### src/rtl/bsg_sram_1rw1r_ctrl_if.sv
// Request/response channels and macro pins of bsg_sram_1rw1r_ctrl.
// Suffixes (_i/_o) are named from the controller's point of view (slave modport).
interface bsg_sram_1rw1r_ctrl_if #(
    parameter int data_width_p = 8,
    parameter int addr_width_p = 10,
    parameter int mask_width_p = data_width_p / 8
);
    logic                    v0_i;
    logic                    ready0_o;
    logic                    w0_i;
    logic [addr_width_p-1:0] addr0_i;
    logic [data_width_p-1:0] data0_i;
    logic [mask_width_p-1:0] mask0_i;
    logic                    v0_o;
    logic [data_width_p-1:0] data0_o;
    logic                    yumi0_i;
    logic                    v1_i;
    logic                    ready1_o;
    logic [addr_width_p-1:0] addr1_i;
    logic                    v1_o;
    logic [data_width_p-1:0] data1_o;
    logic                    yumi1_i;
    logic                    csb0_o;
    logic                    web0_o;
    logic [mask_width_p-1:0] wmask0_o;
    logic [addr_width_p-1:0] addr0_o;
    logic [data_width_p-1:0] din0_o;
    logic [data_width_p-1:0] dout0_i;
    logic                    csb1_o;
    logic [addr_width_p-1:0] addr1_o;
    logic [data_width_p-1:0] dout1_i;

    modport slave (
        input  v0_i, w0_i, addr0_i, data0_i, mask0_i, yumi0_i,
        input  v1_i, addr1_i, yumi1_i, dout0_i, dout1_i,
        output ready0_o, v0_o, data0_o, ready1_o, v1_o, data1_o,
        output csb0_o, web0_o, wmask0_o, addr0_o, din0_o, csb1_o, addr1_o
    );

    modport master (
        output v0_i, w0_i, addr0_i, data0_i, mask0_i, yumi0_i,
        output v1_i, addr1_i, yumi1_i, dout0_i, dout1_i,
        input  ready0_o, v0_o, data0_o, ready1_o, v1_o, data1_o,
        input  csb0_o, web0_o, wmask0_o, addr0_o, din0_o, csb1_o, addr1_o
    );
endinterface

### src/rtl/bsg_sram_1rw1r_ctrl.sv
// Controller for the 1rw1r OpenRAM macro: valid/ready requests to macro pins, per-port response FIFOs.
// Define BSG_SRAM_CTRL_COLLISION_FWD_EN to forward full-mask write data to a colliding port 1 read.
module bsg_sram_1rw1r_ctrl #(
    parameter int data_width_p = 8,
    parameter int addr_width_p = 10,
    parameter int mask_width_p = data_width_p / 8,
    parameter int fifo_els_p   = 3
) (
    input  logic                 clk_i,
    input  logic                 reset_n_i,
    bsg_sram_1rw1r_ctrl_if.slave bus
);
    localparam int ptr_w_lp = (fifo_els_p > 1) ? $clog2(fifo_els_p) : 1;
    localparam int cnt_w_lp = $clog2(fifo_els_p + 1);
    localparam int sum_w_lp = cnt_w_lp + 1;

    logic                    en_q, en_d;
    logic [1:0]              credit;
    logic [1:0]              rd_acc;
    logic [1:0]              yumi;
    logic [1:0]              fifo_v;
    logic [data_width_p-1:0] enq_data  [2];
    logic [data_width_p-1:0] head_data [2];
    logic                    ready0, ready1, wr_acc0, collide, stall1;

    // en_q keeps both channels closed until the first edge after reset release
    always_comb begin
        en_d    = 1'b1;
        ready0  = en_q & credit[0];
        wr_acc0 = bus.v0_i & ready0 & bus.w0_i;
        collide = wr_acc0 & bus.v1_i & (bus.addr0_i == bus.addr1_i);
`ifdef BSG_SRAM_CTRL_COLLISION_FWD_EN
        stall1  = collide & ~(&bus.mask0_i);
`else
        stall1  = collide;
`endif
        ready1    = en_q & credit[1] & ~stall1;
        rd_acc[0] = bus.v0_i & ready0 & ~bus.w0_i;
        rd_acc[1] = bus.v1_i & ready1;
    end

    always_ff @(posedge clk_i or negedge reset_n_i) begin
        if (!reset_n_i) en_q <= 1'b0;
        else            en_q <= en_d;
    end

    assign yumi        = {bus.yumi1_i, bus.yumi0_i};
    assign enq_data[0] = bus.dout0_i;

`ifdef BSG_SRAM_CTRL_COLLISION_FWD_EN
    // Macro output is undefined on a collision, so the written word stands in for dout1
    logic                    fwd_q, fwd_d;
    logic [data_width_p-1:0] fwd_data_q, fwd_data_d;

    always_comb begin
        fwd_d      = rd_acc[1] & collide;
        fwd_data_d = fwd_data_q;
        if (fwd_d) fwd_data_d = bus.data0_i;
    end

    always_ff @(posedge clk_i or negedge reset_n_i) begin
        if (!reset_n_i) fwd_q <= 1'b0;
        else            fwd_q <= fwd_d;
    end

    always_ff @(posedge clk_i) begin
        fwd_data_q <= fwd_data_d;
    end

    assign enq_data[1] = fwd_q ? fwd_data_q : bus.dout1_i;
`else
    assign enq_data[1] = bus.dout1_i;
`endif

    for (genvar p = 0; p < 2; p++) begin : g_port
        logic [data_width_p-1:0] mem_q [fifo_els_p];
        logic [ptr_w_lp-1:0]     wr_ptr_q, wr_ptr_d, rd_ptr_q, rd_ptr_d;
        logic [cnt_w_lp-1:0]     count_q, count_d;
        logic                    inflight_q, inflight_d;
        logic                    enq, deq;

        // Read data from the macro lands in the FIFO one edge after acceptance
        always_comb begin
            enq        = inflight_q;
            deq        = yumi[p] & (count_q != '0);
            inflight_d = rd_acc[p];
            wr_ptr_d   = wr_ptr_q;
            rd_ptr_d   = rd_ptr_q;
            if (enq) wr_ptr_d = (wr_ptr_q == ptr_w_lp'(fifo_els_p - 1)) ? '0 : wr_ptr_q + ptr_w_lp'(1);
            if (deq) rd_ptr_d = (rd_ptr_q == ptr_w_lp'(fifo_els_p - 1)) ? '0 : rd_ptr_q + ptr_w_lp'(1);
            count_d = count_q + cnt_w_lp'(enq) - cnt_w_lp'(deq);
        end

        always_ff @(posedge clk_i or negedge reset_n_i) begin
            if (!reset_n_i) begin
                wr_ptr_q   <= '0;
                rd_ptr_q   <= '0;
                count_q    <= '0;
                inflight_q <= 1'b0;
            end else begin
                wr_ptr_q   <= wr_ptr_d;
                rd_ptr_q   <= rd_ptr_d;
                count_q    <= count_d;
                inflight_q <= inflight_d;
            end
        end

        always_ff @(posedge clk_i) begin
            if (enq) mem_q[wr_ptr_q] <= enq_data[p];
        end

        assign credit[p]    = (sum_w_lp'(count_q) + sum_w_lp'(inflight_q)) < sum_w_lp'(fifo_els_p);
        assign fifo_v[p]    = (count_q != '0);
        assign head_data[p] = mem_q[rd_ptr_q];
    end

    assign bus.ready0_o = ready0;
    assign bus.ready1_o = ready1;
    assign bus.csb0_o   = ~(bus.v0_i & ready0);
    assign bus.web0_o   = ~bus.w0_i;
    assign bus.wmask0_o = bus.mask0_i;
    assign bus.addr0_o  = bus.addr0_i;
    assign bus.din0_o   = bus.data0_i;
    assign bus.csb1_o   = ~(bus.v1_i & ready1);
    assign bus.addr1_o  = bus.addr1_i;
    assign bus.v0_o     = fifo_v[0];
    assign bus.v1_o     = fifo_v[1];
    assign bus.data0_o  = fifo_v[0] ? head_data[0] : '0;
    assign bus.data1_o  = fifo_v[1] ? head_data[1] : '0;
endmodule

### src/flat_wrapper.sv
// flat-port wrapper written by rule: the top's interface ports become plain ports
module bsg_sram_1rw1r_ctrl_flat 
#(
    parameter int data_width_p = 8,
    parameter int addr_width_p = 10,
    parameter int mask_width_p = data_width_p / 8,
    parameter int fifo_els_p   = 3
)
  (clk_i, reset_n_i, bus_v0_i, bus_w0_i, bus_addr0_i, bus_data0_i, bus_mask0_i, bus_yumi0_i, bus_v1_i, bus_addr1_i, bus_yumi1_i, bus_dout0_i, bus_dout1_i, bus_ready0_o, bus_v0_o, bus_data0_o, bus_ready1_o, bus_v1_o, bus_data1_o, bus_csb0_o, bus_web0_o, bus_wmask0_o, bus_addr0_o, bus_din0_o, bus_csb1_o, bus_addr1_o);
  bsg_sram_1rw1r_ctrl_if #(.data_width_p(data_width_p), .addr_width_p(addr_width_p), .mask_width_p(mask_width_p)) bus_i ();
  input  logic clk_i;
  input  logic reset_n_i;
  input wire logic [$bits(bus_i.v0_i)-1:0] bus_v0_i;
  input wire logic [$bits(bus_i.w0_i)-1:0] bus_w0_i;
  input wire logic [$bits(bus_i.addr0_i)-1:0] bus_addr0_i;
  input wire logic [$bits(bus_i.data0_i)-1:0] bus_data0_i;
  input wire logic [$bits(bus_i.mask0_i)-1:0] bus_mask0_i;
  input wire logic [$bits(bus_i.yumi0_i)-1:0] bus_yumi0_i;
  input wire logic [$bits(bus_i.v1_i)-1:0] bus_v1_i;
  input wire logic [$bits(bus_i.addr1_i)-1:0] bus_addr1_i;
  input wire logic [$bits(bus_i.yumi1_i)-1:0] bus_yumi1_i;
  input wire logic [$bits(bus_i.dout0_i)-1:0] bus_dout0_i;
  input wire logic [$bits(bus_i.dout1_i)-1:0] bus_dout1_i;
  output wire logic [$bits(bus_i.ready0_o)-1:0] bus_ready0_o;
  output wire logic [$bits(bus_i.v0_o)-1:0] bus_v0_o;
  output wire logic [$bits(bus_i.data0_o)-1:0] bus_data0_o;
  output wire logic [$bits(bus_i.ready1_o)-1:0] bus_ready1_o;
  output wire logic [$bits(bus_i.v1_o)-1:0] bus_v1_o;
  output wire logic [$bits(bus_i.data1_o)-1:0] bus_data1_o;
  output wire logic [$bits(bus_i.csb0_o)-1:0] bus_csb0_o;
  output wire logic [$bits(bus_i.web0_o)-1:0] bus_web0_o;
  output wire logic [$bits(bus_i.wmask0_o)-1:0] bus_wmask0_o;
  output wire logic [$bits(bus_i.addr0_o)-1:0] bus_addr0_o;
  output wire logic [$bits(bus_i.din0_o)-1:0] bus_din0_o;
  output wire logic [$bits(bus_i.csb1_o)-1:0] bus_csb1_o;
  output wire logic [$bits(bus_i.addr1_o)-1:0] bus_addr1_o;
  assign bus_i.v0_i = bus_v0_i;
  assign bus_i.w0_i = bus_w0_i;
  assign bus_i.addr0_i = bus_addr0_i;
  assign bus_i.data0_i = bus_data0_i;
  assign bus_i.mask0_i = bus_mask0_i;
  assign bus_i.yumi0_i = bus_yumi0_i;
  assign bus_i.v1_i = bus_v1_i;
  assign bus_i.addr1_i = bus_addr1_i;
  assign bus_i.yumi1_i = bus_yumi1_i;
  assign bus_i.dout0_i = bus_dout0_i;
  assign bus_i.dout1_i = bus_dout1_i;
  assign bus_ready0_o = bus_i.ready0_o;
  assign bus_v0_o = bus_i.v0_o;
  assign bus_data0_o = bus_i.data0_o;
  assign bus_ready1_o = bus_i.ready1_o;
  assign bus_v1_o = bus_i.v1_o;
  assign bus_data1_o = bus_i.data1_o;
  assign bus_csb0_o = bus_i.csb0_o;
  assign bus_web0_o = bus_i.web0_o;
  assign bus_wmask0_o = bus_i.wmask0_o;
  assign bus_addr0_o = bus_i.addr0_o;
  assign bus_din0_o = bus_i.din0_o;
  assign bus_csb1_o = bus_i.csb1_o;
  assign bus_addr1_o = bus_i.addr1_o;
  bsg_sram_1rw1r_ctrl #(.data_width_p(data_width_p), .addr_width_p(addr_width_p), .mask_width_p(mask_width_p), .fifo_els_p(fifo_els_p)) u_core (.clk_i(clk_i), .reset_n_i(reset_n_i), .bus(bus_i));
endmodule
### config.mk
export PLATFORM = sky130hd
export DESIGN_NAME = bsg_sram_1rw1r_ctrl_flat
export DESIGN_NICKNAME = d
export VERILOG_FILES = /design/src/rtl/bsg_sram_1rw1r_ctrl_if.sv /design/src/rtl/bsg_sram_1rw1r_ctrl.sv /design/src/flat_wrapper.sv
export SDC_FILE = /design/constraint.sdc
export NUM_CORES = 1
export LEC_CHECK = 0
export ABC_AREA = 1
export BUFFER_PORTS_ARGS = -buffer_cell sky130_fd_sc_hd__clkbuf_2
export CAP_MARGIN = 20
export CORE_MARGIN = 1.5
export CORE_UTILIZATION = 54
export DETAILED_ROUTE_END_ITERATION = 8
export PLACE_DENSITY = 0.89
export SYNTH_ARGS = -nofsm -noshare
export SYNTH_HDL_FRONTEND = slang
export SYNTH_SLANG_ARGS = --single-unit
export TNS_END_PERCENT = 50
### constraint.sdc
create_clock -name clk_i -period 4.28 [get_ports clk_i]
set_clock_uncertainty 0.15 [all_clocks]
set_input_delay 0.428 -clock clk_i [delete_from_list [all_inputs] [get_ports clk_i]]
set_output_delay 0.428 -clock clk_i [all_outputs]
set_load 0.01 [all_outputs]
==> results of run 1 <==
==> report_power, final <==
group / total [mW] / internal [mW] / switching, mW
sequential: 0.864 / 0.762 / 0.102
clock: 0.500 / 0.280 / 0.219
combinational: 0.739 / 0.284 / 0.456
total: 2.10 / 1.33 / 0.777
==> layout by cell type, fill, tap and decap left out <==
cell type / instances
a211oi_4: 1
a21boi_0: 2
a21oi_1: 2
bufinv_16: 1
clkbuf_2: 85
clkbuf_8: 10
clkinv_1: 2
clkinvlp_4: 3
conb_1: 1
dfrtp_1: 15
dlygate4sd3_1: 1
edfxtp_1: 48
ha_1: 8
inv_1: 46
inv_2: 9
nand2_1: 89
nand2_2: 2
nand3_1: 37
nor2_1: 18
nor2_2: 1
o21ai_0: 3
o21ai_1: 2
xnor2_1: 5
==> Yosys cell counts <==
cell,n
a21oi_1,2
o21ai_1,2
buf_6,2
nand2_2,2
dfrtp_1,15
o21ai_0,3
buf_2,2
xnor2_1,5
ha_1,8
buf_4,31
a211oi_4,1
edfxtp_1,48
conb_1,1
nand2_1,89
inv_1,46
nor2_2,1
nand3_1,37
inv_2,9
a21boi_0,2
nor2_1,18
==> flip-flops by register name (all words and copies together) (netlist names) <==
register	flops
u_core.g_port.rd_ptr_q	4
u_core.g_port.mem_q	48
u_core.en_q	1
u_core.g_port.count_q	4
u_core.g_port.enq	2
u_core.g_port.wr_ptr_q	4
==> routing by layer <==
layer	up-vias	routed length (um)	GRT usage, %
met5	-	0	0
met4	0	71	8.947
met3	8	470	4.023
met2	112	2928	34.83
met1	1009	2123	22.66
li1	1127	-	-
==> stage by stage <==
stage | instances | power (mW)
after global placement | 446 | 1.576
after floorplan | 324 | 1.389
after CTS | 463 | 2.120
final | 463 | 2.103
after global routing | 463 | 2.255
after detailed placement | 446 | 1.613
==> worst register-to-register path: cells and delay by family, from the launching register on <==
kind,cells,cell delay (ns)
flip-flops,1,0.45
AND/OR/NAND/NOR,8,0.59
adder cells (fa/ha/maj),2,0.51
==> layout make-up <==
type,count,area share (%)
clock buffer,10,3.856
clock inverter,6,1.682
inverter,55,5.783
multi-input combinational,171,23.06
sequential,63,50.89
tap,72,2.524
timing repair buffer,86,12.20
==> repair_timing <==
action                                 CTS  global route
endpoints found under the hold margin   15             0
gates resized for setup                  0             0
buffers inserted                         0             0
hold buffers                             1             0
setup endpoints to repair                0             0
==> worst max-delay path by stage <==
| stage | startpoint | endpoint |
|---|---|---|
| 3_3_place_gp | u_core.g_port[0].enq | bus_ready1_o |
| 6_report | u_core.g_port[0].enq | bus_ready1_o |
| 4_1_cts | u_core.g_port[0].enq | bus_ready1_o |
| 5_1_grt | u_core.g_port[0].enq | bus_ready1_o |
| 2_1_floorplan | u_core.g_port[0].enq | bus_ready1_o |
| 3_5_place_dp | u_core.g_port[0].enq | bus_ready1_o |
==> cell families after synthesis <==
family	count (synthesis)	share of synthesized area (%)
simple gates	147	19.46
buf+inv	90	15.16
flops	63	58.38
compound gates	10	2.251
fa+ha+maj	8	3.217
xor+xnor	5	1.407
other cells	1	0.1205
==> out/qor.csv, run 1 <==
metric;value;unit
status;complete, no violations;
setup_viol;0;
syn-num-nets;384;
dpl.hpwl;3.994;mm
core_area;5540;um^2
hold-path-endpoint;u_core.g_port[0].enq;
ff2ff_path_depth;10;
synth_area_leaders;edfxtp_1 46%, dfrtp_1 12%, nand2_1 11%;
startpoint_type;flop;
path_depth;11;
cp_slowest_cell;dfrtp_1;
synth-seq-cells;63;
multi_input_area;823.3;um^2
clockBufferDepth;2;
finalHoldViolCount;0;
die_y;78.91;um
hp-start;bus_w0_i;
grt_use_total;19.56;%
finalSetupTns;0;ns
rsz0062_at_grt;no;
path_common_cell;nand2_1;
cts_tree;built;
cp_data_arrival_time;1.98;ns
n_fill_cell;445;
r2r_slack;2.49;ns
slew_viol_final;0;
ys_seq_area_share;58.38;%
clockRootBuffer;clkbuf_8;
path_buf_inv;2;
worstPathCellList;ha_1, ha_1, nand2_1, nand2_1, nor2_2, nand2_2, nor2_1, nand2_1, nand2_2, inv_1, clkbuf_2;
grt_pass1_wl;9.156;mm
powerDensity;589.2;nW/um^2
gp_congestion;0.7843;
r2r-end;u_core.g_port[1].enq;
min_period;2.554;ns
n_antenna_cell;0;
synth_cell_types;20;
final_util;64.43;%
worstMarginPinSlew;0.8214;ns
synthesis.instances;324;
crit_family;simple AND/OR/NAND/NOR gates;
area_growth;14.72;%
dr_total_vias;2256;
htree_levels;3;
drv_cap;0;
die_w;78.91;um
synth_top_area_share;46.32;%
yosysTopAreaCell;edfxtp_1;
initialDrtViolationCount;155;
drt_pass1_iterations;7;
pre_cts_ws;2.065;ns
clk_pin_slew;0.07;ns
grt_max_degree;16;
post_drt_wl_per_cell;12.08;um
io_pins;104;
holdWs;0.1350;ns
synth_area;3112;um^2
row_count;27;
crit_fanout;7;
placed_area;3362;um^2
avgSynthCellArea;9.604;um^2
endpoint_kind;output pin;
cts.sinks;63;
ys.warnings.count;0;
die_area;6227;um^2
critPathKind;reg2out;
nets;446;
seq_area;1817;um^2
antenna_found_initial;0;
clk_latency;0.33;ns
io_buffers;85;
drive_gt1_share;28.64;%
first_global_vias;2079;
relSlewSlack;45.03;%
antenna_left;0;
cts_buffers;9;
power.leakage;1.808;nW
vdd_drop_max;0.0002551;V
routed_wl;5.593;mm
setup_ws;1.726;ns
fmax;391.6;MHz
min_path_type;in2reg;
drc;0;
initial_core_util;56.17;%
fin_crit_sh;59.67;%
viasPerCell;4.873;
slowest_delay;0.45;ns
overflow;0;
timing.rr.start;u_core.g_port[0].enq;
hold_path_depth;2;
required;3.70;ns
design_area;3570;um^2
(Power assumes the default switching activity.)
==> run 2: changes to the inputs <==
- CORE_UTILIZATION: 54 -> 50
- PLACE_DENSITY: 0.89 -> 0.83
- clock period: 4.28 -> 2.5 ns (I/O delays scaled with it)
==> run 2 against run 1 <==
Effect of this change:
- critical path type unchanged
- combinational power up 75%
- utilization is 1.5 points lower
- highest routed layer unchanged
- total power increased by 70%
- die area is 7.7% higher
- critical endpoint is now bus_csb1_o
==> out/qor.csv, run 2 (synthesized netlist as in run 1, its figures left out) <==
metric;value;unit
path_common_cell;nand2_1;
routed_wl;5.828;mm
n_fill_cell;476;
n_antenna_cell;0;
io_buffers;85;
largest_register;u_core.g_port.mem_q;
fin_crit_sh;94.57;%
die_y;81.89;um
worstMarginPinSlew;0.7496;ns
htree_levels;3;
clk_latency;0.32;ns
min_path_type;in2reg;
nets;465;
finalHoldViolCount;0;
slowest_delay;0.45;ns
gp_congestion;0.7825;
dpl.hpwl;3.928;mm
drive_gt1_share;27.07;%
row_count;28;
dr_total_vias;2332;
drv_cap;0;
drt_pass1_iterations;4;
viasPerCell;4.808;
grt_pass1_wl;9.266;mm
antenna_left;0;
required;2.10;ns
slew_viol_final;0;
fmax;423.0;MHz
io_pins;104;
post_drt_wl_per_cell;12.02;um
clockRootBuffer;clkbuf_8;
powerDensity;951.6;nW/um^2
cts_buffers;9;
rsz0062_at_grt;no;
cp_slowest_cell;dfrtp_2;
mostFrequentLayoutCells;89 x nand2_1, 85 x clkbuf_2, 48 x edfxtp_1, 46 x inv_1, 37 x nand3_1;
core_area;5956;um^2
grt_max_degree;16;
initialDrtViolationCount;125;
worstPathCellList;ha_1, ha_1, nand2_1, nand2_1, nor2_2, nand2_2, nor2_1, nand2_1, nand3_1, clkbuf_2;
fin_cells;485;
setup_viol;0;
largest_register_ffs;48;
antenna_found_initial;0;
drc;0;
cts_tree;built;
clockBufferDepth;2;
crit_fanout;7;
cts_setup_buffers;0;
critPathKind;reg2out;
power.leakage;1.887;nW
crit_family;simple AND/OR/NAND/NOR gates;
finalSetupTns;0;ns
relSlewSlack;49.84;%
die_area;6706;um^2
overflow;0;
die_w;81.89;um
clk_pin_slew;0.06;ns
post-place-cells;449;
initial_core_util;52.25;%
final_common_cell;nand2_1;
endpoint_kind;output pin;
cp_data_arrival_time;1.96;ns
p_total;3.567;mW
path_buf_inv;1;
area_growth;20.47;%
startpoint_type;flop;
min_period;2.364;ns
first_global_vias;2246;
status;complete, no violations;
vdd_drop_max;0.0003938;V
cts.sinks;63;
grt_use_total;19.11;%
## run 2: cell count changes in the layout (fill, tap and decap cells not counted)
cell	delta
clkbuf_1	+2
clkinvlp_4	-2
clkbuf_8	-1
dfrtp_2	+1
dlygate4sd3_1	+19
clkinv_2	+1
dfrtp_1	-1
## run 2: cell type report
class	count	area [um^2]	share of cell area (%)
clock buffer	11	131.4	3.505
tap	75	93.84	2.503
sequential	63	1818	48.50
timing repair buffer	105	625.6	16.69
inverter	55	206.4	5.507
multi-input combinational	171	823.3	21.96
clock inverter	5	50.05	1.335
## run 2: final timing paths
path | from | end | slack, ns | depth (start not counted)
setup / recovery | u_core.g_port[0].enq | bus_csb1_o | 0.14 | 10
hold / removal | bus_yumi1_i | u_core.g_port[1].rd_ptr_q[0] | 0.09 | 3
setup reg to reg | u_core.g_port[0].enq | u_core.g_port[0].enq | 0.42 | 8
hold reg to reg | u_core.g_port[0].wr_ptr_q[0] | u_core.g_port[0].wr_ptr_q[0] | 0.39 | 1
max in group asynchronous | reset_n_i | u_core.g_port[0].enq | 1.64 | 2
min in group asynchronous | reset_n_i | u_core.g_port[1].enq | 0.25 | 2
## run 2: routing by layer
metal	wire [um]	up-vias	track usage, %
li1	-	1159	-
met1	2131	1046	19.68
met2	3091	106	35.16
met3	389	21	3.000
met4	215	0	13.05
met5	0	-	0
## run 2: power breakdown
part,internal [mW],switching [mW],leakage (nW)
logic,0.506,0.787,1.18
registers,1.31,0.173,0.616
clock network,0.452,0.343,0.0884
## run 2: worst reg2reg max path: cells and delay by family, from the launching register on
family	cells	cell delay [ns]
DFF	1	0.45
buffers and inverters	1	0.55
adders and majority gates	2	0.47
and+or+nand+nor	5	0.38
## run 2: repair_timing
item,in CTS,in global routing
gates resized for setup,0,1
hold buffers,20,0
setup endpoints to repair,0,2
endpoints found under the hold margin,65,0
## run 2: stage by stage
stage	util (%)	instance area (um^2)	setup slack (ns)	hold WS, ns
3_3_place_gp	56.51	3366	0.4964	0.03635
6_report	62.94	3749	0.1357	0.09197
5_1_grt	62.94	3749	0.01311	0.1251
2_1_floorplan	-	3112	0.5426	-0.1956
3_5_place_dp	56.51	3366	0.4526	0.05125
4_1_cts	62.92	3747	0.08677	0.07216
